==> config.mk <==
export PLATFORM = sky130hd
export DESIGN_NAME = uart_rx_ctrl_gen2
export DESIGN_NICKNAME = d
export VERILOG_FILES = /design/src/rtl/uart_rx_ctrl_gen2.sv
export SDC_FILE = /design/constraint.sdc
export NUM_CORES = 1
export LEC_CHECK = 0
export ABC_AREA = 1
export BUFFER_PORTS_ARGS = -buffer_cell sky130_fd_sc_hd__buf_2
export CELL_PAD_IN_SITES_DETAIL_PLACEMENT = 2
export CELL_PAD_IN_SITES_GLOBAL_PLACEMENT = 2
export CORE_MARGIN = 3
export CORE_UTILIZATION = 38
export CTS_CLUSTER_DIAMETER = 100
export DETAILED_ROUTE_END_ITERATION = 8
export PLACE_DENSITY = 0.95
export SLEW_MARGIN = 30
export SYNTH_ARGS = -nofsm -noshare
export SYNTH_HDL_FRONTEND = slang
export SYNTH_SLANG_ARGS = --single-unit
==> constraint.sdc <==
create_clock -name CLK -period 4.4 [get_ports CLK]
set_input_delay 1.32 -clock CLK [delete_from_list [all_inputs] [get_ports CLK]]
set_output_delay 1.32 -clock CLK [all_outputs]
set_load 0.02 [all_outputs]
==> src/rtl/uart_rx_ctrl_gen2.sv <==
// ============================================================================
// uart_rx_ctrl_gen2 : oversampling UART receiver, 2-of-3 mid-bit voting,
//                     parity / stop / break status pulses.   rev 1.0
// ============================================================================
`default_nettype none

module uart_rx_ctrl_gen2 #(
  parameter int MAX_DATA_W = 8,
  parameter int PRESCALE_W = 6
) (
  input  logic                  CLK,
  input  logic                  RST,
  input  logic                  RX_IN,
  input  logic [PRESCALE_W-1:0] prescale,
  input  logic [3:0]            data_len,
  input  logic                  PAR_EN,
  input  logic                  PAR_TYP,
  input  logic                  STOP2,
  output logic [MAX_DATA_W-1:0] rx_data,
  output logic                  data_valid,
  output logic                  par_err,
  output logic                  stp_err,
  output logic                  break_det,
  output logic                  busy
);

  // Counter width must hold the minimum prescale of 8 even for narrow prescale ports.
  localparam int            CW        = (PRESCALE_W > 4) ? PRESCALE_W : 4;
  localparam logic [CW-1:0] C_ONE     = CW'(1);
  localparam logic [CW-1:0] C_MIN_P   = CW'(8);
  localparam logic [3:0]    C_MAX_LEN = 4'(MAX_DATA_W);

  typedef enum logic [2:0] {
    IDLE   = 3'd0,
    START  = 3'd1,
    DATA   = 3'd2,
    PARITY = 3'd3,
    STOP_A = 3'd4,
    STOP_B = 3'd5,
    DONE   = 3'd6
  } state_t;

  state_t                state, state_nx;
  logic [CW-1:0]         edge_cnt, p_lat, half;
  logic [3:0]            bit_cnt, len_lat;
  logic                  pe_lat, pt_lat, s2_lat;
  logic                  par_flag, stp_flag, brk_flag, par_bit;
  logic [2:0]            smp;
  logic [MAX_DATA_W-1:0] shreg;
  logic                  last_edge, maj, start_frame, brk_a;

  assign half      = p_lat >> 1;
  assign last_edge = (edge_cnt == p_lat - C_ONE);
  assign maj       = (smp[0] & smp[1]) | (smp[0] & smp[2]) | (smp[1] & smp[2]);
  // Break seen at the end of the first stop bit: everything so far was low.
  assign brk_a     = (shreg == '0) && !(pe_lat && par_bit) && !maj;

  always_ff @(posedge CLK or negedge RST) begin
    if (!RST) state <= IDLE;
    else      state <= state_nx;
  end

  always_comb begin
    state_nx    = state;
    start_frame = 1'b0;
    data_valid  = 1'b0;
    par_err     = 1'b0;
    stp_err     = 1'b0;
    break_det   = 1'b0;
    busy        = (state != IDLE);
    case (state)
      IDLE: begin
        if (!RX_IN) begin
          state_nx    = START;
          start_frame = 1'b1;
        end
      end
      START:  if (last_edge) state_nx = maj ? IDLE : DATA;
      DATA:   if (last_edge && bit_cnt == len_lat - 4'd1) state_nx = pe_lat ? PARITY : STOP_A;
      PARITY: if (last_edge) state_nx = STOP_A;
      STOP_A: if (last_edge) state_nx = s2_lat ? STOP_B : DONE;
      STOP_B: if (last_edge) state_nx = DONE;
      DONE: begin
        data_valid = !par_flag && !stp_flag && !brk_flag;
        par_err    = par_flag;
        stp_err    = stp_flag || brk_flag;
        break_det  = brk_flag;
        // A low line in DONE is the first cycle of the next start bit.
        if (!RX_IN) begin
          state_nx    = START;
          start_frame = 1'b1;
        end else begin
          state_nx = IDLE;
        end
      end
      default: state_nx = IDLE;
    endcase
  end

  always_ff @(posedge CLK or negedge RST) begin
    if (!RST) begin
      edge_cnt <= '0;
      bit_cnt  <= '0;
      p_lat    <= C_MIN_P;
      len_lat  <= C_MAX_LEN;
      pe_lat   <= 1'b0;
      pt_lat   <= 1'b0;
      s2_lat   <= 1'b0;
      par_flag <= 1'b0;
      stp_flag <= 1'b0;
      brk_flag <= 1'b0;
      par_bit  <= 1'b0;
      smp      <= '0;
      shreg    <= '0;
      rx_data  <= '0;
    end else begin
      if (start_frame) begin
        edge_cnt <= C_ONE;
        bit_cnt  <= '0;
        p_lat    <= (CW'(prescale) < C_MIN_P) ? C_MIN_P : CW'(prescale);
        len_lat  <= (data_len < 4'd5 || data_len > C_MAX_LEN) ? C_MAX_LEN : data_len;
        pe_lat   <= PAR_EN;
        pt_lat   <= PAR_TYP;
        s2_lat   <= STOP2;
        par_flag <= 1'b0;
        stp_flag <= 1'b0;
        brk_flag <= 1'b0;
        par_bit  <= 1'b0;
        shreg    <= '0;
      end else if (state == IDLE || state == DONE) begin
        edge_cnt <= '0;
        bit_cnt  <= '0;
      end else begin
        edge_cnt <= last_edge ? '0 : edge_cnt + C_ONE;
        if (edge_cnt == half - C_ONE) smp[0] <= RX_IN;
        if (edge_cnt == half)         smp[1] <= RX_IN;
        if (edge_cnt == half + C_ONE) smp[2] <= RX_IN;
        if (last_edge) begin
          bit_cnt <= (state == DATA && state_nx == DATA) ? bit_cnt + 4'd1 : 4'd0;
          case (state)
            DATA: begin
              for (int i = 0; i < MAX_DATA_W; i++)
                if (bit_cnt == 4'(i)) shreg[i] <= maj;
            end
            PARITY: begin
              par_bit <= maj;
              if (maj != (^shreg ^ pt_lat)) par_flag <= 1'b1;
            end
            STOP_A: begin
              if (!maj)  stp_flag <= 1'b1;
              if (brk_a) brk_flag <= 1'b1;
            end
            STOP_B: if (!maj) stp_flag <= 1'b1;
            default: ;
          endcase
        end
      end
      // Payload becomes visible in the DONE cycle; a break keeps the old value.
      if (state_nx == DONE && !((state == STOP_A) ? brk_a : brk_flag))
        rx_data <= shreg;
    end
  end

endmodule

`default_nettype wire

==> impl_metrics.yaml, run 1 <==
synth:
  netlist.area_leader.share_pct: 38.1
  yosys.cell_types.count: 39
  synth_area_leaders: "dfrtp_1 38%, nand2_1 9.7%, inv_1 6.9%, nand3_1 6.2%, ha_1 5.7%"
  avgSynthCellArea_um2: 7.85
  yosysTopAreaCell: "dfrtp_1"
  synth_edf_count: 0
  async_flop_share_pct: 100
  netlist_area_um2: 3090
  ys_seq_elements: 49
  yosysSeqAreaShare_pct: 39.8
  synthCells: 393
  syn-num-nets: 423
  ys.flop_type: "dfrtp_1"
  ys_warn_count: 0
cts:
  cts_made_buffers: 5
  clock_latency_ns: 0.33
  clockRootBuffer: "clkbuf_8"
  cts_setup_buffers: 0
  cts_tree: "built"
  cts_sinks: 49
  clkSlewWorstSetupHoldPaths_ns: 0.10
  ctsHoldBuffers: 0
  htree_levels: 2
  clock_path_buffers: 2
  cts-resized-gates: 0
die:
  start_util_pct: 39.5
  die_y_um: 96.1
  fp.dieW_um: 96.1
  core_um2: 7810
  dieArea_um2: 9240
  io_pins: 29
  num_rows: 32
timing:
  post-route-period-util_pct: 66.3
  fmax_mhz: 343
  tns_ns: 0
  worstMarginPinSlew_ns: 0.744
  finClkSkew_ns: 0.00576
  final_max_slew_viol_count: 0
  hold_violations: 0
  setup_viol: 0
  rsz0062_at_grt: "no"
  hold_slack_ns: 0.493
  relSlewSlack_pct: 49.9
  post-route-min-period_ns: 2.92
hold_path:
  min_from: "rx_data[3]$_DFFE_PN0P_"
  hp-class: "flop to flop"
finish:
  final_area_um2: 3440
  final_cell_mix: "80 x nand2_1, 57 x inv_1, 47 x dfrtp_1"
  drive_gt1_share_pct: 16.4
  diodes: 0
  layout_commonest_cell: "nand2_1"
  seqCellArea_um2: 1230
  nFillCells: 923
  area_growth_syn_to_layout_pct: 11.4
  multi_input_area_um2: 1560
  nets: 451
critical_path:
  cp-end-kind: "output port"
  critPathLaunch: "state[0]$_DFF_PN0_"
  worstReg2RegStart: "p_lat[1]$_DFFE_PN0P_"
  path_buf_inv: 2
  cp_slowest_stage_delay_ns: 0.47
  ff2ff_setup_slack_ns: 1.64
  r2r_cells: 13
  path_max_fanout: 5
  crit_path_start_kind: "flop"
  crit_arrival_ns: 1.60
  cp_data_required_time_ns: 3.08
  crit_chain: "inv_1 -> nand3_1 -> nor4_1 -> buf_2"
  worstSetupPathType: "flop to output port"
  r2r-end: "shreg[2]$_DFFE_PN0P_"
  path_depth: 4
  cp-endpoint: "data_valid"
  critical_path.top_delay_family: "flip-flops"
  crit_path_top_delay_cell: "dfrtp_1"
routing:
  drc: 0
  vias_per_cell: 5.49
  ant_nets: 0
  firstDrtPassIters: 4
  wl_mm: 10.9
  post_drt_wl_per_cell_um: 20.8
  initialDrtViolationCount: 137
  num_vias: 2876
outcome:
  status: "completed"
power:
  power.density_nw_per_um2: 672
  total_power_mw: 2.31
  p_leak_nw: 1.69
  peakVddDrop_mv: 0.191
global_route:
  grt_max_degree: 50
  antenna_found_initial: 0
  grtUsageTotal_pct: 25.5
  overflow: 0
  grt_pass1_vias: 3237
  grt_first_pass_wirelength_mm: 17.7
place:
  postPlaceCellArea_um2: 3300
  dpl.hpwl_mm: 7.68
  portBuffers: 28
  place.gp.congestion: 0.795
run:
  maxCapViolCount: 0
==> kinds of logic after synthesis <==
group	synth area share (%)
AO/OA/AOI/OAI	11.3
XOR/XNOR	5.68
adder cells (fa/ha/maj)	5.68
buffers and inverters	9.65
flip-flops	39.8
multiplexers	0.324
AND/OR/NAND/NOR	27.5
==> cell type report <==
| class | count | share of cell area [%] |
|---|---|---|
| Multi-Input combinational cell | 274 | 45.4 |
| Clock buffer | 5 | 2.00 |
| Tap cell | 102 | 3.71 |
| Clock inverter | 3 | 2.00 |
| Inverter | 62 | 6.77 |
| Sequential cell | 49 | 35.8 |
| Timing Repair Buffer | 29 | 4.37 |
==> layer usage <==
| layer | track usage, % | routed length [um] | part of all wire [%] | up-vias |
|---|---|---|---|---|
| met3 | 2.19 | 357 | 3.3 | 28 |
| met5 | 0 | 0 | 0 | - |
| met2 | 43.6 | 5580 | 51 | 74 |
| li1 | - | - | - | 1317 |
| met1 | 32.8 | 4670 | 43 | 1457 |
| met4 | 10.7 | 298 | 2.7 | 0 |
==> state kept, by name, summed over array words and instances, names as in the netlist, 3 cells and up <==
name	flops
bit_cnt	4
edge_cnt	6
len_lat	4
p_lat	6
rx_data	8
shreg	8
smp	3
state	3
==> metrics by stage <==
stage               std cells  util (%)  setup WS, ns
floorplan                 393         -          1.77
global placement          516      42.2          1.83
detailed placement        516      42.2          1.67
CTS                       524      44.0          1.48
global route              524      44.0          1.31
finish                    524      44.0          1.48
==> synth_stat cells (2+ instances only) <==
cell / instances
dfrtp_1: 47
o21ai_2: 8
dfstp_2: 2
buf_6: 2
inv_1: 57
nand3_2: 2
inv_2: 4
o21ai_1: 5
ha_1: 14
nand4_1: 9
nand3_1: 38
xnor2_1: 8
nor2_1: 28
nand2_2: 10
xor2_1: 12
o21ai_0: 24
nand2_1: 80
buf_2: 3
o21bai_1: 4
nor2_4: 4
nor3_1: 4
nor3b_1: 2
a21oi_1: 10
==> worst min path at each step <==
stage / to / slack, ns / cells past startpoint
2_1_floorplan: len_lat[3]$_DFFE_PN1P_ / 0.46 / 2
3_3_place_gp: rx_data[2]$_DFFE_PN0P_ / 0.46 / 2
3_5_place_dp: rx_data[3]$_DFFE_PN0P_ / 0.48 / 2
4_1_cts: rx_data[3]$_DFFE_PN0P_ / 0.50 / 2
5_1_grt: rx_data[3]$_DFFE_PN0P_ / 0.54 / 2
6_report: rx_data[3]$_DFFE_PN0P_ / 0.49 / 2
==> power breakdown <==
| part | switching (mW) | internal [mW] | total, mW |
|---|---|---|---|
| logic | 0.768 | 0.370 | 1.14 |
| registers | 0.179 | 0.581 | 0.760 |
| clock network | 0.183 | 0.229 | 0.412 |
| total | 1.13 | 1.18 | 2.31 |
==> worst register-to-register path: stages (launching register included) <==
cell and delay [ns]:
dfrtp_1 0.46, inv_1 0.23, ha_1 0.33, inv_1 0.12, nand2_1 0.09, nand3_1 0.09, nand2_1 0.09, nand3_2 0.13
inv_1 0.13, nand2_2 0.12, nor2_4 0.34, nand2_1 0.13, o21ai_0 0.31, inv_1 0.08
Note: power is estimated with default switching activity, not from simulation.
==> run 2, diff against run 1 <==
--- a/config.mk
+++ b/config.mk
@@ -10,10 +10,10 @@
 export CELL_PAD_IN_SITES_DETAIL_PLACEMENT = 2
 export CELL_PAD_IN_SITES_GLOBAL_PLACEMENT = 2
 export CORE_MARGIN = 3
-export CORE_UTILIZATION = 38
+export CORE_UTILIZATION = 32
 export CTS_CLUSTER_DIAMETER = 100
 export DETAILED_ROUTE_END_ITERATION = 8
-export PLACE_DENSITY = 0.95
+export PLACE_DENSITY = 0.86
 export SLEW_MARGIN = 30
 export SYNTH_ARGS = -nofsm -noshare
 export SYNTH_HDL_FRONTEND = slang
==> constraint.sdc (replaced) <==
create_clock -name CLK -period 2.6 [get_ports CLK]
set_input_delay 0.78 -clock CLK [delete_from_list [all_inputs] [get_ports CLK]]
set_output_delay 0.78 -clock CLK [all_outputs]
set_load 0.02 [all_outputs]
==> impl_metrics.yaml, run 2 (same netlist as run 1, synthesis figures left out) <==
outcome:
  status: "completed"
routing:
  num_vias: 2772
  wl_mm: 9.83
  vias_per_cell: 4.96
  initialDrtViolationCount: 96
  firstDrtPassIters: 4
  drc: 0
  post_drt_wl_per_cell_um: 17.6
  ant_nets: 0
power:
  peakVddDrop_mv: 0.268
  total_power_mw: 3.73
  p_leak_nw: 1.72
  power.density_nw_per_um2: 1060
global_route:
  grt_pass1_vias: 3204
  grt_max_degree: 23
  overflow: 0
  grtUsageTotal_pct: 18.2
  grt_first_pass_wirelength_mm: 16.2
  antenna_found_initial: 0
finish:
  drive_gt1_share_pct: 18.1
  layout_commonest_cell: "nand2_1"
  final_cell_mix: "80 x nand2_1, 56 x inv_1, 47 x dfrtp_1"
  nets: 459
  reg.largest.list: "rx_data x8, shreg x8"
  diodes: 0
  area_growth_syn_to_layout_pct: 14.1
timing:
  setup_viol: 0
  final_max_slew_viol_count: 0
  tns_ns: 0
  post-route-min-period_ns: 2.43
  worstMarginPinSlew_ns: 0.588
  post-route-period-util_pct: 93.6
  relSlewSlack_pct: 60.8
  finClkSkew_ns: 0.0118
  hold_violations: 0
  fmax_mhz: 411
cts:
  htree_levels: 2
  clockRootBuffer: "clkbuf_8"
  clkSlewWorstSetupHoldPaths_ns: 0.10
  cts_tree: "built"
  ctsHoldBuffers: 0
  clock_latency_ns: 0.31
  cts_sinks: 49
  cts_made_buffers: 5
  clock_path_buffers: 2
critical_path:
  cp_data_required_time_ns: 2.78
  cp-end-kind: "flop"
  worstReg2RegStart: "p_lat[1]$_DFFE_PN0P_"
  crit_chain: "inv_2 -> ha_2 -> inv_1 -> nand2_1 -> nand3_1 -> nand2_1 -> nand3_2 -> nor2_4 -> nand3_1 -> nand2_1 -> inv_1 -> nand3_1 -> o21bai_1"
  crit_path_top_delay_cell: "dfrtp_1"
  crit_path_start_kind: "flop"
  worstSetupPathType: "flop to flop"
  path_max_fanout: 6
  cp_slowest_stage_delay_ns: 0.45
  crit_arrival_ns: 2.61
  critPathLaunch: "p_lat[1]$_DFFE_PN0P_"
place:
  place.gp.congestion: 0.859
  dpl.hpwl_mm: 7.29
  portBuffers: 28
die:
  io_pins: 29
  num_rows: 35
  die_y_um: 104
  start_util_pct: 33.2
  fp.dieW_um: 104
  dieArea_um2: 10900
  core_um2: 9280
hold_path:
  hp-class: "input pin to asynchronous set/reset pin"
run:
  maxCapViolCount: 0
run 2: final cells by class:
type / count / area, um^2
multi-input cells: 274 / 1560
flip-flops and latches: 49 / 1230
clock inverters: 1 / 30.0
well taps: 129 / 161
inverters: 62 / 233
clock buffers: 7 / 86.3
repair buffers: 37 / 220
fillers: 1095 / 5760
run 2: power by group:
group          internal, mW  switching (mW)  leakage [nW]
Combinational         0.673            1.21          1.02
Sequential            0.983           0.263         0.643
Clock                 0.315           0.285        0.0585
run 2: path summary, 6_finish.rpt:
check	slack, ns	end	depth (start not counted)
min in group CLK	0.50	rx_data[6]$_DFFE_PN0P_	2
max	0.17	bit_cnt[0]$_DFFE_PN0P_	13
max in group asynchronous	1.44	p_lat[3]$_DFFE_PN1P_	2
min	0.45	rx_data[2]$_DFFE_PN0P_	1
min reg2reg	0.50	rx_data[6]$_DFFE_PN0P_	2
max reg2reg	0.17	bit_cnt[0]$_DFFE_PN0P_	13
run 2: per-layer routing:
metal | routed length (um) | share of wire (%) | GRT usage [%]
met4 | 128 | 1.3 | 4.46
met3 | 248 | 2.5 | 2.55
met5 | 0 | 0 | 0
met1 | 4360 | 44 | 23.6
met2 | 5090 | 52 | 31.8
run 2: through the flow:
step                      instances  hold slack, ns  worst slack, ns  utilization, %  instance area [um^2]
after floorplan                 393           0.458            0.512               -                  3090
after global placement          548           0.463            0.274            36.3                  3370
after detailed placement        548           0.479            0.109            36.3                  3370
after CTS                       556           0.477           0.0276            37.5                  3480
after global routing            559           0.489          -0.0382            37.9                  3520
final                           559           0.453            0.167            37.9                  3520
run 2: critical path, delay by kind of cell, from the launching register on:
| family | cells | cell delay [ns] |
|---|---|---|
| adder cells (fa/ha/maj) | 1 | 0.27 |
| buffers and inverters | 3 | 0.30 |
| AO/OA/AOI/OAI | 1 | 0.13 |
| flip-flops | 1 | 0.45 |
| AND/OR/NAND/NOR | 8 | 1.15 |
run 2: repair_timing:
item,in CTS,in global routing
endpoints found under the setup margin,0,22
setup buffers,0,3
resized for setup,0,2
==> run 3, diff against run 2 <==
--- a/config.mk
+++ b/config.mk
@@ -9,11 +9,12 @@
 export BUFFER_PORTS_ARGS = -buffer_cell sky130_fd_sc_hd__buf_2
 export CELL_PAD_IN_SITES_DETAIL_PLACEMENT = 2
 export CELL_PAD_IN_SITES_GLOBAL_PLACEMENT = 2
+export CORE_ASPECT_RATIO = 0.9
 export CORE_MARGIN = 3
-export CORE_UTILIZATION = 32
+export CORE_UTILIZATION = 35
 export CTS_CLUSTER_DIAMETER = 100
 export DETAILED_ROUTE_END_ITERATION = 8
-export PLACE_DENSITY = 0.86
+export PLACE_DENSITY = 0.89
 export SLEW_MARGIN = 30
 export SYNTH_ARGS = -nofsm -noshare
 export SYNTH_HDL_FRONTEND = slang
==> constraint.sdc (replaced) <==
create_clock -name CLK -period 2.7 [get_ports CLK]
set_input_delay 0.81 -clock CLK [delete_from_list [all_inputs] [get_ports CLK]]
set_output_delay 0.81 -clock CLK [all_outputs]
set_load 0.02 [all_outputs]
==> impl_metrics.yaml, run 3 (same netlist as run 1, synthesis figures left out) <==
routing:
  ant_nets: 0
  drc: 0
  initialDrtViolationCount: 105
  vias_per_cell: 5.16
  wl_mm: 10.0
  post_drt_wl_per_cell_um: 18.5
  firstDrtPassIters: 4
  num_vias: 2797
critical_path:
  crit_path_start_kind: "flop"
  ff2ff_setup_slack_ns: 0.11
  r2r_cells: 15
  path_max_fanout: 7
  critPathLaunch: "p_lat[1]$_DFFE_PN0P_"
  crit_arrival_ns: 2.79
  cp-end-kind: "flop"
  r2r-end: "shreg[0]$_DFFE_PN0P_"
  cp_data_required_time_ns: 2.90
  worstSetupPathType: "flop to flop"
  worstReg2RegStart: "p_lat[1]$_DFFE_PN0P_"
  cp-endpoint: "shreg[0]$_DFFE_PN0P_"
global_route:
  overflow: 0
  antenna_found_initial: 0
  grt_max_degree: 50
  grt_first_pass_wirelength_mm: 16.0
  grtUsageTotal_pct: 20.3
  grt_pass1_vias: 3057
cts:
  htree_levels: 2
  cts_tree: "built"
  clock_latency_ns: 0.31
  cts_sinks: 49
  cts_made_buffers: 5
  ctsHoldBuffers: 0
  clkSlewWorstSetupHoldPaths_ns: 0.10
  clockRootBuffer: "clkbuf_8"
  clock_path_buffers: 2
finish:
  diodes: 0
  post-route-util_pct: 41.6
  nets: 456
  area_growth_syn_to_layout_pct: 11.8
  layout_commonest_cell: "nand2_1"
  final_cell_mix: "80 x nand2_1, 57 x inv_1, 47 x dfrtp_1"
  reg.largest.list: "rx_data x8, shreg x8"
  drive_gt1_share_pct: 17.3
die:
  core_um2: 8300
  start_util_pct: 37.2
  io_pins: 29
  num_rows: 31
  dieArea_um2: 9980
  die_y_um: 95.1
  fp.dieW_um: 105
power:
  peakVddDrop_mv: 0.255
  total_power_mw: 3.50
  p_leak_nw: 1.69
  switching_power_mw: 1.72
  p_clk_share_pct: 13.0
  power.density_nw_per_um2: 1010
  sw_frac_of_total_pct: 49.3
  comb_power_share_pct: 52.6
  seqPwrFrac_pct: 34.4
  internal-power_mw: 1.77
timing:
  relSlewSlack_pct: 56.4
  post-route-min-period_ns: 2.59
  post-route-period-util_pct: 95.8
  fmax_mhz: 387
  hold_violations: 0
  final_max_slew_viol_count: 0
  finClkSkew_ns: 0.00605
  tns_ns: 0
  setup_viol: 0
  worstMarginPinSlew_ns: 0.654
hold_path:
  hp-class: "flop to flop"
place:
  dpl.hpwl_mm: 7.15
  portBuffers: 28
  place.gp.congestion: 0.837
outcome:
  status: "completed"
run:
  maxCapViolCount: 0
==> run 3: layer usage <==
metal | part of all wire, % | GRT usage (%) | up-vias
li1 | - | - | 1330
met1 | 45 | 27.1 | 1409
met2 | 50 | 35.0 | 45
met3 | 3.4 | 3.05 | 13
met4 | 1.7 | 4.92 | 0
met5 | 0 | 0 | -
==> run 3: timing repair <==
action,4_1_cts,5_1_grt
setup endpoints to repair,0,6
gates resized for setup,0,1
setup buffers,0,3
==> run 3: through the flow <==
| stage | setup WS, ns | cell area, um^2 | cells | hold slack (ns) |
|---|---|---|---|---|
| after CTS | 0.0767 | 3410 | 539 | 0.499 |
| final | 0.113 | 3450 | 542 | 0.494 |
| after global routing | -0.0535 | 3450 | 542 | 0.523 |
| after floorplan | 0.582 | 3090 | 393 | 0.458 |
| after detailed placement | 0.162 | 3330 | 531 | 0.475 |
| after global placement | 0.389 | 3330 | 531 | 0.461 |
==> run 3: final cells by class <==
cell class | instances | area [um^2]
Clock inverter | 2 | 13.8
Tap cell | 115 | 144
Multi-Input combinational cell | 274 | 1560
Inverter | 62 | 233
Fill cell | 990 | 4850
Sequential cell | 49 | 1230
Timing Repair Buffer | 34 | 198
Clock buffer | 6 | 72.6
==> run 3: power by group through the flow <==
stage | Combinational (mW) | Clock (mW) | Sequential [mW]
2_1_floorplan | 1.37 | 0 | 1.09
3_3_place_gp | 1.63 | 0 | 1.19
3_5_place_dp | 1.76 | 0 | 1.20
4_1_cts | 1.80 | 0.475 | 1.20
5_1_grt | 2.09 | 0.501 | 1.24
6_report | 1.84 | 0.455 | 1.20
==> run 3: critical path, stage by stage (launching register included) <==
cell	delay [ns]
dfrtp_1	0.46
inv_1	0.26
ha_1	0.33
nand2_1	0.13
inv_1	0.10
nand2_1	0.06
nand2_1	0.08
nand3_2	0.12
inv_1	0.12
nand2_2	0.10
nor2_4	0.14
buf_4	0.16
buf_12	0.11
nand4_1	0.11
nand3_1	0.11
o21ai_1	0.08
==> run 3: worst min-delay path by stage <==
stage	from	endpoint	depth (start not counted)
6_report	rx_data[7]$_DFFE_PN0P_	rx_data[7]$_DFFE_PN0P_	2
5_1_grt	rx_data[3]$_DFFE_PN0P_	rx_data[3]$_DFFE_PN0P_	2
4_1_cts	len_lat[3]$_DFFE_PN1P_	len_lat[3]$_DFFE_PN1P_	2
3_5_place_dp	rx_data[3]$_DFFE_PN0P_	rx_data[3]$_DFFE_PN0P_	2
3_3_place_gp	rx_data[7]$_DFFE_PN0P_	rx_data[7]$_DFFE_PN0P_	2
2_1_floorplan	len_lat[3]$_DFFE_PN1P_	len_lat[3]$_DFFE_PN1P_	2
